**config.mk**
```make
export PLATFORM = sky130hd
export DESIGN_NAME = seq_alu_core_flat
export DESIGN_NICKNAME = d
export VERILOG_FILES = /design/src/rtl/seq_alu_core_if.sv /design/src/rtl/seq_alu_core.sv /design/src/flat_wrapper.sv
export SDC_FILE = /design/constraint.sdc
export NUM_CORES = 1
export LEC_CHECK = 0
export ABC_AREA = 0
export CAP_MARGIN = 10
export CORE_MARGIN = 3
export CORE_UTILIZATION = 51
export DETAILED_ROUTE_END_ITERATION = 10
export PLACE_DENSITY = 0.7
export SLEW_MARGIN = 20
export SYNTH_ARGS = -nofsm -noshare
export SYNTH_HDL_FRONTEND = slang
export SYNTH_SLANG_ARGS = --single-unit
```
**constraint.sdc**
```tcl
create_clock -name Clk -period 4 [get_ports Clk]
set_clock_uncertainty 0.2 [all_clocks]
set_input_delay 0.8 -clock Clk [delete_from_list [all_inputs] [get_ports Clk]]
set_output_delay 0.8 -clock Clk [all_outputs]
set_load 0.01 [all_outputs]
```
**src/rtl/seq_alu_core_if.sv**
```systemverilog
// Start/busy/done handshake bundle between the calculator select logic and seq_alu_core.
// The master drives the request and operands; the slave returns status and result.
interface seq_alu_core_if #(
    parameter int N = 8
);
    logic           start;
    logic [1:0]     op;
    logic [N-1:0]   a;
    logic [N-1:0]   b;
    logic           busy;
    logic           done;
    logic [2*N-1:0] result;
    logic           ovf;
    logic           dbz;

    modport master (
        output start, op, a, b,
        input  busy, done, result, ovf, dbz
    );

    modport slave (
        input  start, op, a, b,
        output busy, done, result, ovf, dbz
    );
endinterface

```
**src/rtl/seq_alu_core.sv**
```systemverilog
// Multi-cycle unsigned ALU: single-cycle add/sub, shift-add multiply and restoring divide.
// One 2N accumulator serves both iterative ops; all outputs are registered.
module seq_alu_core #(
    parameter int N  = 8,
    parameter int CW = 4
) (
    input logic          Clk,
    input logic          Rst,
    seq_alu_core_if.slave bus
);
    typedef enum logic [1:0] {
        S_IDLE = 2'd0,
        S_CALC = 2'd1,
        S_DONE = 2'd2
    } state_t;

    localparam logic [1:0] OP_ADD = 2'b00;
    localparam logic [1:0] OP_MUL = 2'b01;
    localparam logic [1:0] OP_DIV = 2'b10;
    localparam logic [1:0] OP_SUB = 2'b11;

    state_t         r_state;
    state_t         w_next;
    logic [CW-1:0]  r_cnt;
    logic [1:0]     r_op;
    logic [N-1:0]   r_a;
    logic [N-1:0]   r_b;
    logic [2*N-1:0] r_acc;
    logic           r_busy;
    logic           r_done;
    logic [2*N-1:0] r_result;
    logic           r_ovf;
    logic           r_dbz;

    logic           w_accept;
    logic           w_needs_calc;
    logic [N:0]     w_sum;
    logic [N:0]     w_diff;
    logic [N:0]     w_mul_sum;
    logic [2*N:0]   w_shift;
    logic           w_div_ge;
    logic [N-1:0]   w_trial;
    logic [2*N-1:0] w_iter_acc;
    logic [2*N-1:0] w_res;
    logic           w_res_ovf;
    logic           w_res_dbz;

    assign w_accept     = (r_state == S_IDLE) && bus.start;
    assign w_needs_calc = (bus.op == OP_MUL) || ((bus.op == OP_DIV) && (bus.b != {N{1'b0}}));

    assign w_sum     = {1'b0, r_a} + {1'b0, r_b};
    assign w_diff    = {1'b0, r_a} - {1'b0, r_b};
    assign w_mul_sum = {1'b0, r_acc[2*N-1:N]} + {1'b0, r_a};
    assign w_shift   = {r_acc, 1'b0};
    // Remainder stays below the divisor, so the N-bit wrapped difference is exact when kept.
    assign w_div_ge  = (w_shift[2*N:N] >= {1'b0, r_b});
    assign w_trial   = w_shift[2*N-1:N] - r_b;

    // State register
    always_ff @(posedge Clk or negedge Rst) begin
        if (!Rst) begin
            r_state <= S_IDLE;
        end else begin
            r_state <= w_next;
        end
    end

    // Next-state decode
    always_comb begin
        w_next = r_state;
        case (r_state)
            S_IDLE: begin
                if (bus.start) begin
                    w_next = w_needs_calc ? S_CALC : S_DONE;
                end else begin
                    w_next = S_IDLE;
                end
            end
            S_CALC: begin
                if (r_cnt == CW'(1)) begin
                    w_next = S_DONE;
                end else begin
                    w_next = S_CALC;
                end
            end
            S_DONE:  w_next = S_IDLE;
            default: w_next = S_IDLE;
        endcase
    end

    // One multiply or divide iteration on the shared accumulator
    always_comb begin
        w_iter_acc = r_acc;
        case (r_op)
            OP_MUL: begin
                if (r_acc[0]) begin
                    w_iter_acc = {w_mul_sum, r_acc[N-1:1]};
                end else begin
                    w_iter_acc = {1'b0, r_acc[2*N-1:1]};
                end
            end
            OP_DIV: begin
                if (w_div_ge) begin
                    w_iter_acc = {w_trial, w_shift[N-1:1], 1'b1};
                end else begin
                    w_iter_acc = w_shift[2*N-1:0];
                end
            end
            default: w_iter_acc = r_acc;
        endcase
    end

    // Final result and flags selected by the latched op
    always_comb begin
        w_res     = {2*N{1'b0}};
        w_res_ovf = 1'b0;
        w_res_dbz = 1'b0;
        case (r_op)
            OP_ADD: begin
                w_res     = {{(N-1){1'b0}}, w_sum};
                w_res_ovf = w_sum[N];
            end
            OP_SUB: begin
                w_res     = {{N{1'b0}}, w_diff[N-1:0]};
                w_res_ovf = w_diff[N];
            end
            OP_MUL: w_res = r_acc;
            OP_DIV: begin
                if (r_b == {N{1'b0}}) begin
                    w_res     = {r_a, {N{1'b1}}};
                    w_res_dbz = 1'b1;
                end else begin
                    w_res     = r_acc;
                end
            end
            default: w_res = {2*N{1'b0}};
        endcase
    end

    // Operand latch, iteration counter and accumulator
    always_ff @(posedge Clk or negedge Rst) begin
        if (!Rst) begin
            r_op  <= 2'b00;
            r_a   <= {N{1'b0}};
            r_b   <= {N{1'b0}};
            r_cnt <= {CW{1'b0}};
            r_acc <= {2*N{1'b0}};
        end else if (w_accept) begin
            r_op  <= bus.op;
            r_a   <= bus.a;
            r_b   <= bus.b;
            r_cnt <= CW'(N);
            r_acc <= (bus.op == OP_DIV) ? {{N{1'b0}}, bus.a} : {{N{1'b0}}, bus.b};
        end else if (r_state == S_CALC) begin
            r_cnt <= r_cnt - CW'(1);
            r_acc <= w_iter_acc;
        end else begin
            r_cnt <= r_cnt;
            r_acc <= r_acc;
        end
    end

    // Registered handshake, result and flags
    always_ff @(posedge Clk or negedge Rst) begin
        if (!Rst) begin
            r_busy   <= 1'b0;
            r_done   <= 1'b0;
            r_result <= {2*N{1'b0}};
            r_ovf    <= 1'b0;
            r_dbz    <= 1'b0;
        end else if (r_state == S_DONE) begin
            r_busy   <= 1'b0;
            r_done   <= 1'b1;
            r_result <= w_res;
            r_ovf    <= w_res_ovf;
            r_dbz    <= w_res_dbz;
        end else if (w_accept) begin
            r_busy <= 1'b1;
            r_done <= 1'b0;
        end else begin
            r_done <= 1'b0;
        end
    end

    assign bus.busy   = r_busy;
    assign bus.done   = r_done;
    assign bus.result = r_result;
    assign bus.ovf    = r_ovf;
    assign bus.dbz    = r_dbz;
endmodule
```
**src/flat_wrapper.sv**
```systemverilog
// flat-port wrapper written by rule: the top's interface ports become plain ports
module seq_alu_core_flat 
#(
    parameter int N  = 8,
    parameter int CW = 4
)
  (Clk, Rst, bus_start, bus_op, bus_a, bus_b, bus_busy, bus_done, bus_result, bus_ovf, bus_dbz);
  seq_alu_core_if #(.N(N)) bus_i ();
  input logic Clk;
  input logic Rst;
  input wire logic [$bits(bus_i.start)-1:0] bus_start;
  input wire logic [$bits(bus_i.op)-1:0] bus_op;
  input wire logic [$bits(bus_i.a)-1:0] bus_a;
  input wire logic [$bits(bus_i.b)-1:0] bus_b;
  output wire logic [$bits(bus_i.busy)-1:0] bus_busy;
  output wire logic [$bits(bus_i.done)-1:0] bus_done;
  output wire logic [$bits(bus_i.result)-1:0] bus_result;
  output wire logic [$bits(bus_i.ovf)-1:0] bus_ovf;
  output wire logic [$bits(bus_i.dbz)-1:0] bus_dbz;
  assign bus_i.start = bus_start;
  assign bus_i.op = bus_op;
  assign bus_i.a = bus_a;
  assign bus_i.b = bus_b;
  assign bus_busy = bus_i.busy;
  assign bus_done = bus_i.done;
  assign bus_result = bus_i.result;
  assign bus_ovf = bus_i.ovf;
  assign bus_dbz = bus_i.dbz;
  seq_alu_core #(.N(N), .CW(CW)) u_core (.Clk(Clk), .Rst(Rst), .bus(bus_i));
endmodule
```
==> qor.yml, run 1 <==
die:
  coreArea_um2: 8380
  die_h_um: 99.6
  io_pins: 41
  dieArea_um2: 9930
  die_w_um: 99.6
  start_util_pct: 53.3
  std_cell_rows: 33
synthesis:
  synthTopCellsByCount: "nand2_1 (79), dfrtp_1 (60), o21ai_0 (48)"
  yosysUniqueCellTypes: 67
  yosys_warnings: 0
  synth_area_leaders: "dfrtp_1 (34%), ha_1 (11%), nand2_1 (6.6%), o21ai_0 (5.4%), mux2i_1 (3.8%)"
  async_flop_share_pct: 100
  yosysTopAreaCell: "dfrtp_1"
  ys_ff_latch: 60
  synth_top_area_share_pct: 33.6
  synthCells: 509
  synth_edf_count: 0
  synth_ff_type: "dfrtp_1"
  synth_area_per_cell_um2: 8.78
  synth_area_um2: 4470
  yosysMostFrequentCell: "nand2_1"
  syn_nets: 573
  yosysSeqAreaShare_pct: 33.6
grt:
  grt_pass1_wl_um: 20200
  grt_max_degree: 39
  grt_overflow: 0
  grt_pass1_vias: 3802
  antenna_found_initial: 0
  grt_usage_pct: 25.9
clock_tree:
  numClockSinks: 60
  clock_latency_ns: 0.35
  cts_root_buffer: "clkbuf_8"
  cts_buffer_depth: 2
  tritoncts: "done"
  cts.clk_slew.worst_paths_ns: 0.08
  cts_buffers: 9
  cts_hold_buf: 0
  h-tree-depth: 3
  ctsResizeCount: 0
  post-cts-setup-buffers: 0
job:
  maxCapViolations: 0
power:
  p_per_area_nw_per_um2: 932
  vdd_ir_drop_max_uv: 534
  leakagePower_nw: 2.20
placement:
  dpl.hpwl_um: 9460
  pre_cts_ws_ns: 1.15
  globalplace.congestion: 0.914
  port_buffers: 40
drt:
  drc: 0
  routed.top_layer: "met4"
  ant_nets: 0
  wl_met1_um: 5660
  drtIter0Drc: 246
  vias: 3961
  post_drt_wl_per_cell_um: 19.2
  finalWirelength_um: 12500
  wl_met3_um: 789
  via_per_inst: 6.11
  wl_met2_um: 5820
  first_pass_iters: 5
setup_path:
  path_depth: 8
  crit_path_start_kind: "flip-flop"
  crit_fanout: 20
  crit_family: "simple AND/OR/NAND/NOR gates"
  crit_arrival_ns: 3.02
  cp.required_ns: 4.06
  critPathSlowestCell: "ha_1"
  end_kind: "flip-flop"
  reg2reg_depth: 8
  worst-path-buf-inv: 1
  crit_chain: "inv_1 > ha_1 > or2_1 > nand2_2 > nor2_1 > nand2_1 > o31a_1 > o211ai_1"
  crit_type: "reg2reg"
  critical_path.max_stage_delay_ns: 0.69
cells_and_area:
  antenna_cells: 0
  fin_util_pct: 60.6
  syn_to_final_growth_pct: 13.7
  drive_above_1_share_pct: 6.63
  final_nets: 603
timing:
  final.setup.tns_ns: 0
  period_minus_slack_ns: 2.95
  relSlewSlack_pct: 47.7
  worstMarginPinSlew_ns: 0.785
  hold_viol_final: 0
  setup_violations: 0
  timing.fmax_mhz: 339
  setup_ws_ns: 1.05
  min_period_over_period_pct: 73.8
  rsz0062_at_grt: "false"
  maxSlewViolCount: 0
outcome:
  status: "complete, no violations"
worst_hold_path:
  hold_path_class: "in2async"
## cells in the final DEF, fill, tap and decap left out, types with 6 or more instances in the layout
| cell type | count |
|---|---|
| o221ai_1 | 7 |
| nand2_1 | 79 |
| inv_1 | 29 |
| a211oi_1 | 6 |
| a21oi_1 | 25 |
| dfrtp_1 | 60 |
| a22oi_1 | 12 |
| nor2_1 | 29 |
| mux2i_1 | 17 |
| ha_1 | 39 |
| xor2_1 | 6 |
| clkdlybuf4s50_1 | 39 |
| o211ai_1 | 6 |
| clkbuf_8 | 10 |
| xnor2_1 | 12 |
| nand2b_1 | 10 |
| o21ai_0 | 48 |
| nor2b_1 | 7 |
## cells by family after synthesis
family / share of synthesized area, %
simple gates: 16.7
compound gates: 23.0
flops: 33.6
buf+inv: 5.74
fa+ha+maj: 12.7
mux: 4.81
xor+xnor: 3.53
## path summary, 6_finish.rpt
kind / endpoint / start / slack (ns)
setup reg to reg: u_core.r_acc[13] / u_core.r_op[0] / 1.05
hold / removal: u_core.bus.result[3] / Rst / 0.23
hold reg to reg: u_core.bus.busy / u_core.bus.busy / 0.28
setup / recovery: u_core.r_acc[13] / u_core.r_op[0] / 1.05
max in group asynchronous: u_core.r_a[4] / Rst / 2.47
min in group Clk: u_core.bus.busy / u_core.bus.busy / 0.28
## through the flow
stage | power [W] | area (um^2) | instances | hold slack [ns]
CTS | 0.00469 | 5080 | 648 | 0.244
global placement | 0.00406 | 4890 | 633 | 0.264
detailed placement | 0.00412 | 4890 | 633 | 0.267
finish | 0.00474 | 5080 | 648 | 0.227
global route | 0.00510 | 5080 | 648 | 0.262
floorplan | 0.00336 | 4470 | 509 | 0.273
## state kept, by name (all words and copies together) (netlist names)
name	cells
u_core.bus.busy	1
u_core.bus.result	16
u_core.bus.ovf	1
u_core.bus.dbz	1
u_core.r_a	8
u_core.bus.done	1
u_core.r_op	2
u_core.r_state	2
u_core.r_cnt	4
u_core.r_acc	16
u_core.r_b	8
## area by class of cell
class                   count  area (um^2)
clock inverters             5         52.6
clock buffers              10          138
well taps                 105          131
repair buffers             45          433
flip-flops and latches     60         1500
fillers                   772         3300
multi-input cells         393         2710
inverters                  30          113
## layer usage
metal	GRT usage [%]	vias to the layer above
met5	0	-
met4	8.40	0
met3	4.07	20
met2	40.4	155
met1	36.8	1903
li1	-	1883
## report_power, final
part	internal, W	leakage [nW]	switching (W)
clock network	0.000298	0.0979	0.000257
registers	0.000859	0.765	0.000357
logic	0.00125	1.34	0.00171
Note: power is estimated with default switching activity, not from simulation.
==> run 2, diff against run 1 <==
==> constraint.sdc (replaced) <==
create_clock -name Clk -period 3.06 [get_ports Clk]
set_clock_uncertainty 0.2 [all_clocks]
set_input_delay 0.612 -clock Clk [delete_from_list [all_inputs] [get_ports Clk]]
set_output_delay 0.612 -clock Clk [all_outputs]
set_load 0.01 [all_outputs]
==> run 2 against run 1 <==
Against the previous run: clock-buffer cell count increased by 2; die area unchanged; maximum frequency increased by 7.8%; first-iteration DRC count increased by 39%; combinational power increased by 31%; routed wire length decreased by 2.7%; non-clock buffer count increased by 4; power increased by 31%; via count increased by 0.61%; register-to-register slack got worse by 0.73 ns; largest power group unchanged.
==> qor.yml, run 2 (synthesis results as in run 1) <==
cells_and_area:
  syn_to_final_growth_pct: 14.7
  fin_cells: 653  # +0.77%
  drive_above_1_share_pct: 7.12  # +0.49 points
  final_common_cell: "nand2_1"
  final_nets: 607  # +0.66%
  final_area_um2: 5130  # +0.91%
  antenna_cells: 0  # unchanged
  fill_cells: 771  # -0.13%
  final_cell_mix: "nand2_1 (79), dfrtp_1 (60), o21ai_0 (48)"
grt:
  grt_max_degree: 27  # -31%
  grt_pass1_wl_um: 19800  # -1.9%
  grt_overflow: 0  # unchanged
  grt_pass1_vias: 3885  # +2.2%
  grt_usage_pct: 25.4  # -0.44 points
  antenna_found_initial: 0  # unchanged
clock_tree:
  numClockSinks: 60  # unchanged
  cts.clk_slew.worst_paths_ns: 0.07  # about the same
  clock_latency_ns: 0.34  # about the same
  cts_buffers: 9  # unchanged
  cts_buffer_depth: 2  # unchanged
  h-tree-depth: 3  # unchanged
  tritoncts: "done"
  cts_root_buffer: "clkbuf_8"
  ctsResizeCount: 0  # unchanged
  cts_hold_buf: 0  # unchanged
  post-cts-setup-buffers: 0  # unchanged
power:
  vdd_ir_drop_max_uv: 538  # +0.79%
  p_per_area_nw_per_um2: 1210  # +30%
  fin_total_pwr_w: 0.00621  # +31%
  leakagePower_nw: 2.23  # +1.1%
timing:
  timing.fmax_mhz: 365  # +7.8%
  min_period_over_period_pct: 89.5  # +16 points
  setup_violations: 0  # unchanged
  final.setup.tns_ns: 0  # unchanged
  maxSlewViolCount: 0  # unchanged
  period_minus_slack_ns: 2.74  # -0.214 ns
  relSlewSlack_pct: 57.1  # +9.4 points
  rsz0062_at_grt: "false"
  worstMarginPinSlew_ns: 0.643  # -0.142 ns
  hold_viol_final: 0  # unchanged
die:
  die_w_um: 99.6  # unchanged
  coreArea_um2: 8380  # unchanged
  io_pins: 41  # unchanged
  dieArea_um2: 9930  # unchanged
  std_cell_rows: 33  # unchanged
  start_util_pct: 53.3  # unchanged
  die_h_um: 99.6  # unchanged
setup_path:
  rr_endpoint: "u_core.r_acc[12]"
  reg2reg_from: "u_core.r_b[6]"
  worstSetupStartpoint: "u_core.r_b[6]"
  critical_path.endpoint: "u_core.r_acc[12]"
  crit_type: "reg2reg"
  cp.required_ns: 3.09  # -0.97 ns
  crit_arrival_ns: 2.76  # -0.26 ns
  crit_path_start_kind: "flip-flop"
  r2r_slack_ns: 0.32  # -0.73 ns
  crit_fanout: 11  # -45%
  reg2reg_depth: 8  # unchanged
  end_kind: "flip-flop"
drt:
  first_pass_iters: 5  # unchanged
  drc: 0  # unchanged
  via_per_inst: 6.10  # -0.16%
  post_drt_wl_per_cell_um: 18.6  # -3.4%
  vias: 3985  # +0.61%
  finalWirelength_um: 12100  # -2.7%
  ant_nets: 0  # unchanged
  drtIter0Drc: 343  # +39%
job:
  maxCapViolations: 0  # unchanged
placement:
  place_inst: 637  # +0.63%
  port_buffers: 40  # unchanged
  globalplace.congestion: 0.979  # +7.1%
  postPlaceCellArea_um2: 4930  # +0.87%
  dpl.hpwl_um: 9360  # -1.1%
worst_hold_path:
  hold_path_class: "in2async"
outcome:
  status: "complete, no violations"
[run 2: cell types whose count changed in the layout (fill, tap and decap cells not counted)]
cell / delta
buf_12: +1
clkinvlp_4: -1
buf_4: +3
clkbuf_1: +2
clkinv_4: +1
clkinv_2: -1
[run 2: layout make-up]
type	count	area (um^2)	share of cell area [%]
flip-flops and latches	60	1500	29.3
clock inverters	4	48.8	0.952
well taps	105	131	2.56
clock buffers	12	145	2.83
inverters	30	113	2.20
multi-input cells	393	2710	52.9
repair buffers	49	475	9.27
[run 2: metrics by stage]
step / hold slack (ns) / setup slack [ns] / utilization (%)
floorplan: 0.116 / 0.746 / -
CTS: 0.0803 / 0.338 / 61.2
global route: 0.112 / 0.142 / 61.2
finish: 0.0646 / 0.322 / 61.2
global placement: 0.259 / 0.486 / 58.9
detailed placement: 0.268 / 0.387 / 58.9
[run 2: where the power goes]
part	internal (W)	switching [W]
Combinational	0.00168	0.00220
Sequential	0.00112	0.000478
Clock	0.000398	0.000326
Total	0.00320	0.00300
[run 2: critical path, stage by stage (launching register included)]
cell and delay [ns]:
dfrtp_1 0.41, inv_1 0.13, ha_1 0.36, a21oi_1 0.32, o221ai_1 0.18, a21oi_2 0.43, mux2i_1 0.25, o22ai_1 0.09
a221o_1 0.26
[run 2: routing by layer]
layer	share of wire [%]	routed length, um	global-route usage [%]
met1	45	5490	35.7
met2	46	5600	40.2
met3	6.6	799	3.58
met4	2.0	240	9.14
met5	0	0	0
[run 2: worst min-delay path by stage]
stage / cells past startpoint / endpoint
after global placement: 2 / u_core.bus.busy
after floorplan: 0 / u_core.bus.busy
after CTS: 1 / u_core.bus.result[14]
final: 1 / u_core.bus.result[14]
after detailed placement: 2 / u_core.bus.busy
after global routing: 1 / u_core.bus.result[14]
==> run 3, diff against run 2 <==
--- a/config.mk
+++ b/config.mk
@@ -8,9 +8,10 @@
 export ABC_AREA = 0
 export CAP_MARGIN = 10
 export CORE_MARGIN = 3
-export CORE_UTILIZATION = 51
+export CORE_UTILIZATION = 30
+export CTS_CLUSTER_DIAMETER = 30
 export DETAILED_ROUTE_END_ITERATION = 10
-export PLACE_DENSITY = 0.7
+export PLACE_DENSITY = 0.45
 export SLEW_MARGIN = 20
 export SYNTH_ARGS = -nofsm -noshare
 export SYNTH_HDL_FRONTEND = slang
==> run 3 against run 2 <==
Against the previous run: non-clock buffer count grew 5; sequential power is essentially flat; critical path type unchanged; core utilization shrank 23 points; sequential cell count is the same; worst setup slack lost 0.0058 ns; largest cell class unchanged.
==> qor.yml, run 3 (synthesis results as in run 1) <==
setup_path:
  r2r_slack_ns: 0.32  # about the same
  crit_type: "reg2reg"
  rr_endpoint: "u_core.r_acc[14]"
  reg2reg_from: "u_core.r_acc[7]"
  crit_fanout: 4  # -7
  crit_arrival_ns: 2.79  # +0.03 ns
  end_kind: "flip-flop"
  cp.required_ns: 3.11  # +0.02 ns
  reg2reg_depth: 10  # +2
  crit_path_start_kind: "flip-flop"
cells_and_area:
  final_nets: 612  # +0.82%
  syn_to_final_growth_pct: 20.6
  drive_above_1_share_pct: 8.14  # +1.0 points
  final_common_cell: "nand2_1"
  final_cell_mix: "nand2_1 (79), dfrtp_1 (60), o21ai_0 (48)"
  final_area_um2: 5390  # +5.2%
  antenna_cells: 0  # unchanged
  fill_cells: 1478  # +92%
  multi_input_area_um2: 2710  # unchanged
  ff_latch_area_um2: 1500  # unchanged
die:
  die_w_um: 128  # +29%
  die_h_um: 128  # +29%
  io_pins: 41  # unchanged
  std_cell_rows: 43  # +30%
  dieArea_um2: 16400  # +65%
  coreArea_um2: 14200  # +69%
  start_util_pct: 31.5  # -22 points
placement:
  globalplace.congestion: 0.857  # -12%
  pre_cts_ws_ns: 0.344  # -0.0429 ns
  port_buffers: 40  # unchanged
  dpl.hpwl_um: 10900  # +16%
  postPlaceCellArea_um2: 5050  # +2.4%
power:
  fin_total_pwr_w: 0.00674  # +8.7%
  p_per_area_nw_per_um2: 1250  # +3.3%
  leakagePower_nw: 2.31  # +3.8%
  vdd_ir_drop_max_uv: 391  # -27%
drt:
  ant_nets: 0  # unchanged
  first_pass_iters: 5  # unchanged
  finalWirelength_um: 14000  # +16%
  vias: 3943  # -1.1%
  via_per_inst: 5.38  # -12%
  drtIter0Drc: 295  # -14%
  post_drt_wl_per_cell_um: 19.1  # +2.9%
  drc: 0  # unchanged
clock_tree:
  cts_buffers: 9  # unchanged
  ctsResizeCount: 0  # unchanged
  h-tree-depth: 3  # unchanged
  cts_buffer_depth: 2  # unchanged
  numClockSinks: 60  # unchanged
  clock_latency_ns: 0.34  # about the same
  cts_hold_buf: 0  # unchanged
  cts.clk_slew.worst_paths_ns: 0.06  # about the same
  cts_root_buffer: "clkbuf_16"
  tritoncts: "done"
  post-cts-setup-buffers: 0  # unchanged
grt:
  grt_usage_pct: 17.7  # -7.7 points
  grt_pass1_wl_um: 22000  # +11%
  grt_overflow: 0  # unchanged
  grt_max_degree: 61  # +130%
  grt_pass1_vias: 3812  # -1.9%
  antenna_found_initial: 0  # unchanged
timing:
  hold_viol_final: 0  # unchanged
  worstMarginPinSlew_ns: 0.856  # +0.213 ns
  min_period_over_period_pct: 89.7  # +0.19 points
  setup_ws_ns: 0.316  # -0.00580 ns
  final.setup.tns_ns: 0  # unchanged
  period_minus_slack_ns: 2.74  # +0.00580 ns
  maxSlewViolCount: 0  # unchanged
  relSlewSlack_pct: 42.9  # -14 points
  rsz0062_at_grt: "false"
  timing.fmax_mhz: 364  # -0.21%
  setup_violations: 0  # unchanged
  holdWs_ns: 0.238  # +0.173 ns
outcome:
  status: "complete, no violations"
worst_hold_path:
  hold_path_class: "in2async"
job:
  maxCapViolations: 0  # unchanged
run 3: final cells by class:
cell class / instances / area share, %
inverters: 30 / 2.09
well taps: 180 / 4.18
flip-flops and latches: 60 / 27.8
multi-input cells: 393 / 50.3
clock buffers: 10 / 4.25
repair buffers: 54 / 9.28
clock inverters: 6 / 2.06
run 3: metrics by stage:
| step | utilization [%] | std cells |
|---|---|---|
| floorplan | - | 509 |
| global placement | 35.6 | 717 |
| detailed placement | 35.6 | 717 |
| CTS | 38.0 | 733 |
| global route | 38.0 | 733 |
| finish | 38.0 | 733 |
run 3: how the worst max path moves through the flow:
stage	start	end	slack (ns)	depth (start not counted)
after floorplan	u_core.r_acc[7]	u_core.r_acc[14]	0.75	10
after global placement	u_core.r_acc[7]	u_core.r_acc[14]	0.33	10
after detailed placement	u_core.r_acc[7]	u_core.r_acc[14]	0.34	10
after CTS	u_core.r_acc[7]	u_core.r_acc[14]	0.32	10
after global routing	u_core.r_acc[7]	u_core.r_acc[14]	0.13	10
final	u_core.r_acc[7]	u_core.r_acc[14]	0.32	10
run 3: per-layer routing:
| metal | GRT usage, % | vias up | share of wire (%) |
|---|---|---|---|
| li1 | - | 1889 | - |
| met2 | 26.8 | 132 | 45 |
| met1 | 25.5 | 1907 | 47 |
| met4 | 5.12 | 0 | 1.5 |
| met3 | 3.79 | 15 | 5.9 |
| met5 | 0 | - | 0 |
run 3: power breakdown:
| group | total (W) | internal [W] | switching [W] |
|---|---|---|---|
| Clock | 0.00119 | 0.000797 | 0.000391 |
| Sequential | 0.00157 | 0.00113 | 0.000441 |
| Combinational | 0.00399 | 0.00171 | 0.00228 |
run 3: critical path, stage by stage, from the launching register on:
cell      delay [ns]
dfrtp_1         0.46
inv_1           0.18
ha_1            0.21
inv_1           0.06
fa_1            0.41
a211oi_1        0.30
o21bai_1        0.13
a21oi_1         0.19
xor2_1          0.09
o211a_1         0.21
o31ai_1         0.21
==> variant 1 (settings of run 2) <==
`CW` is set to 4 in 2 places; all go to 2.
--- a/src/rtl/seq_alu_core.sv
+++ b/src/rtl/seq_alu_core.sv
@@ -3,5 +3,5 @@
 module seq_alu_core #(
     parameter int N  = 8,
-    parameter int CW = 4
+    parameter int CW = 2
 ) (
     input logic          Clk,
--- a/src/flat_wrapper.sv
+++ b/src/flat_wrapper.sv
@@ -3,5 +3,5 @@
 #(
     parameter int N  = 8,
-    parameter int CW = 4
+    parameter int CW = 2
 )
   (Clk, Rst, bus_start, bus_op, bus_a, bus_b, bus_busy, bus_done, bus_result, bus_ovf, bus_dbz);
Check against the original RTL: not equivalent (a bounded check fails within 10 cycles, from zero or initial values and one cycle with Rst low).
==> variant 1 against run 2 <==
  * Final area decreased by 3.3%
  * Clock power decreased by 12%
  * Wire length decreased by 3.0%
  * Highest routed layer unchanged
  * Setup slack improved by 0.13 ns
  * Hold slack improved by 0.088 ns
  * Sequential cell count decreased by 2
  * Maximum frequency increased by 5.0%
  * Global-route usage decreased by 0.47 points
  * Synthesized area decreased by 3.7%
  * Non-clock buffer count unchanged
  * Power decreased by 4.7%
==> variant 1: results (changes against run 2) <==
power_and_ir_drop:
  ir_worst_vdd_mv: 0.479  # was 0.538 mV
  cellLeakagePower_uw: 0.00220  # was 0.00223 uW
placed_design:
  io_buffers: 40  # unchanged
  hpwl_mm: 9.11  # was 9.36 mm
  gp_congestion: 0.899  # was 0.979
  placed_area_mm2: 0.00479  # was 0.00493 mm^2
finish:
  n_antenna_cell: 0  # unchanged
  nets: 589  # was 607
  nFillCells: 709  # was 771
  drive_above_1_share: 0.0678  # was 0.0712
clock_network:
  cts_resized: 0  # unchanged
  cts_buffers: 9  # unchanged
  cts_root_buf: "clkbuf_8"  # unchanged
route:
  drc: 0  # unchanged
  viasPerCell: 6.13  # was 6.10
  drt_iter0_markers: 228  # was 343
  post_drt_wl_per_cell_um: 18.6  # about the same
worst_setup_path:
  ff2ff_setup_slack_ns: 0.45  # was 0.32 ns
  cpPeakStageDelay_ns: 0.51  # was 0.43 ns
  crit_end: "u_core.r_acc[15]$_DFFE_PN0P_"  # was u_core.r_acc[12]$_DFFE_PN0P_
  slowest_stage: "dfrtp_1"  # was a21oi_2
  crit_path_start: "u_core.r_acc[8]$_DFFE_PN0P_"  # was u_core.r_b[6]$_DFFE_PN0P_
  cp_max_fo: 7  # was 11
  rr_worst_depth: 9  # was 8
  critPathArrivalTime_ns: 2.66  # was 2.76 ns
yosys:
  ys_types: 58  # was 67
  ys_seq_area_frac: 0.337  # was 0.336
  synth_top_cells_by_area: "dfrtp_1, ha_1, nand2_1, mux2i_1, o21ai_0"  # was dfrtp_1, ha_1, nand2_1, o21ai_0, mux2i_1
  synth.top_cells.by_count: "nand2_1, dfrtp_1, o21ai_0"  # unchanged
  synth_nets: 550  # was 573
global_route:
  grt_pass1_wl_mm: 19.1  # was 19.8 mm
  grt_start_max_net_pins: 35  # was 27
  grt_pass1_vias: 3707  # was 3885
  globalRouteTotalUtil: 0.250  # was 0.254
worst_hold_path:
  min_path_type: "in -> async"  # unchanged
sta:
  slew_headroom: 0.465  # was 0.571
outcome:
  status: "finished clean"  # unchanged
-- variant 1: area by class of cell --
| type | instances | area (um^2) | area share |
|---|---|---|---|
| Multi-Input combinational cell | 382 | 2650 | 0.534 |
| Sequential cell | 58 | 1450 | 0.293 |
| Timing Repair Buffer | 49 | 463 | 0.0933 |
| Clock buffer | 11 | 141 | 0.0285 |
| Tap cell | 102 | 128 | 0.0257 |
| Inverter | 26 | 97.6 | 0.0197 |
| Clock inverter | 5 | 30.0 | 0.00605 |
-- variant 1: cell families (layout without fill, tap and decap cells) --
logic type	count (synthesis)	after routing	share of synthesized area
AND/OR/NAND/NOR	140	140	0.146
AO/OA/AOI/OAI	159	159	0.248
multiplexers	27	27	0.0645
XOR/XNOR	14	14	0.0285
buffers and inverters	47	91	0.0479
adder cells (fa/ha/maj)	42	42	0.129
flip-flops	58	58	0.337
-- variant 1: per-stage QoR --
step                cells  setup slack (ns)  utilization  hold slack (ns)
finish                633             0.452        0.622            0.153
global route          633             0.239        0.622            0.194
CTS                   633             0.443        0.622            0.171
detailed placement    617             0.474        0.601            0.269
global placement      617             0.468        0.601            0.260
floorplan             487             0.751            -            0.116
-- variant 1: where the power goes --
| group | switching [uW] | total, uW | internal [uW] |
|---|---|---|---|
| sequential | 406 | 1480 | 1080 |
| clock | 324 | 636 | 311 |
| combinational | 2100 | 3790 | 1690 |
| total | 2840 | 5910 | 3080 |
-- variant 1: routing by layer --
| metal | share of wire | wire length [um] | global-route usage |
|---|---|---|---|
| met1 | 0.44 | 5230 | 0.327 |
| met2 | 0.48 | 5620 | 0.414 |
| met3 | 0.052 | 615 | 0.0436 |
| met4 | 0.025 | 300 | 0.0927 |
| met5 | 0 | 0 | 0 |
==> variant 2 (flow settings as in run 2) <==
Without the edit above. Re-encode `state_t` (3 states) as one-hot, 3 bits wide.
--- a/src/rtl/seq_alu_core.sv
+++ b/src/rtl/seq_alu_core.sv
@@ -9,8 +9,8 @@
     seq_alu_core_if.slave bus
 );
-    typedef enum logic [1:0] {
-        S_IDLE = 2'd0,
-        S_CALC = 2'd1,
-        S_DONE = 2'd2
+    typedef enum logic [2:0] {
+        S_IDLE = 3'b001,
+        S_CALC = 3'b010,
+        S_DONE = 3'b100
     } state_t;
 
Formal check against the unedited RTL: no difference found for any inputs over 10 cycles, from zero or initial values and one cycle with Rst low; not proved beyond that.
==> variant 2 against run 2 <==
  * Wire length decreased by 0.24%
  * Sequential power decreased by 8%
  * Sequential cell count increased by 1
  * Final area increased by 1.5%
  * Power decreased by 14%
  * Die area increased by 1.7%
  * Sequential share of layout area increased by 0.069 points
  * Setup slack improved by 0.072 ns
  * Critical path depth increased by 2
  * Synthesized area increased by 1.8%
  * Critical endpoint is now u_core.bus.result[6]$_DFFE_PN0P_
  * Largest cell class unchanged
  * Largest power group unchanged
==> variant 2: results (changes against run 2) <==
finish:
  multiInputGateArea_mm2: 0.00278  # was 0.00271 mm^2
  nFillCells: 726  # was 771
  seq_area_mm2: 0.00153  # was 0.00150 mm^2
  drive_above_1_share: 0.0823  # was 0.0712
  nets: 606  # was 607
  buf_share: 0.0923  # was 0.0927
  final-clk-cell-share: 0.0339  # was 0.0378
  seq_area_frac: 0.294  # was 0.293
  n_all_buffers: 48  # was 49
worst_setup_path:
  critPathArrivalTime_ns: 2.68  # was 2.76 ns
  cp_max_fo: 4  # was 11
route:
  vias: 3941  # was 3985
  wl_met1_mm: 5.50  # was 5.49 mm
  dr_wl_met2_mm: 5.50  # was 5.60 mm
yosys:
  synthAdderAreaFrac: 0.125  # was 0.127
  synth_nets: 571  # was 573
  synth_xor_area_frac: 0.0443  # was 0.0353
  synth_top_cells_by_area: "dfrtp_1, ha_1, nand2_1, mux2i_1, xnor2_1"  # was dfrtp_1, ha_1, nand2_1, o21ai_0, mux2i_1
  synthMuxAreaShare: 0.0599  # was 0.0481
power_and_ir_drop:
  pg_clk_uw: 661  # was 724 uW
  ir_worst_vdd_mv: 0.391  # was 0.538 mV
global_route:
  grt_pass1_wl_mm: 20.0  # was 19.8 mm
  met2_usage: 0.401  # was 0.402
outcome:
  status: "finished clean"  # unchanged
placed_design:
  gp_congestion: 0.907  # was 0.979
  hpwl_mm: 9.20  # was 9.36 mm
sta:
  tightestPinTransition_ns: 0.623  # was 0.643 ns
==> variant 2: changes by cell type after synthesis, sizes merged, moves of 7 or more <==
cell / delta
buf: -7
o21ai: -10
mux2i: +8
a211oi: +7
nand2b: -7
==> variant 2: critical path, cell delays in order (launching register included) <==
cell and delay (ns):
dfrtp_1 0.42, inv_1 0.09, ha_1 0.15, inv_1 0.05
fa_1 0.40, a21o_1 0.19, a211oi_1 0.27, nor3b_2 0.10
mux2i_1 0.14, a2111oi_2 0.42, a311oi_1 0.10
==> variant 2: final timing paths <==
| path | slack, ns | cells after the start | from | endpoint |
|---|---|---|---|---|
| setup reg to reg | 0.39 | 10 | u_core.r_a[0]$_DFFE_PN0P_ | u_core.bus.result[6]$_DFFE_PN0P_ |
| min in group Clk | 0.28 | 2 | u_core.bus.dbz$_DFFE_PN0P_ | u_core.bus.dbz$_DFFE_PN0P_ |
| setup / recovery | 0.39 | 10 | u_core.r_a[0]$_DFFE_PN0P_ | u_core.bus.result[6]$_DFFE_PN0P_ |
| hold / removal | 0.05 | 2 | Rst | u_core.bus.result[12]$_DFFE_PN0P_ |
| max in group asynchronous | 2.27 | 2 | Rst | u_core.r_state[0]$_DFF_PN1_ |
| hold reg to reg | 0.28 | 2 | u_core.bus.dbz$_DFFE_PN0P_ | u_core.bus.dbz$_DFFE_PN0P_ |
==> variant 2: metrics by stage <==
stage,power [uW],setup slack (ns),hold slack (ns)
final,5330,0.393,0.0540
after global routing,5760,0.292,0.0798
after CTS,5300,0.437,0.0711
after detailed placement,4620,0.463,0.268
after global placement,4570,0.475,0.259
after floorplan,3760,0.636,0.116
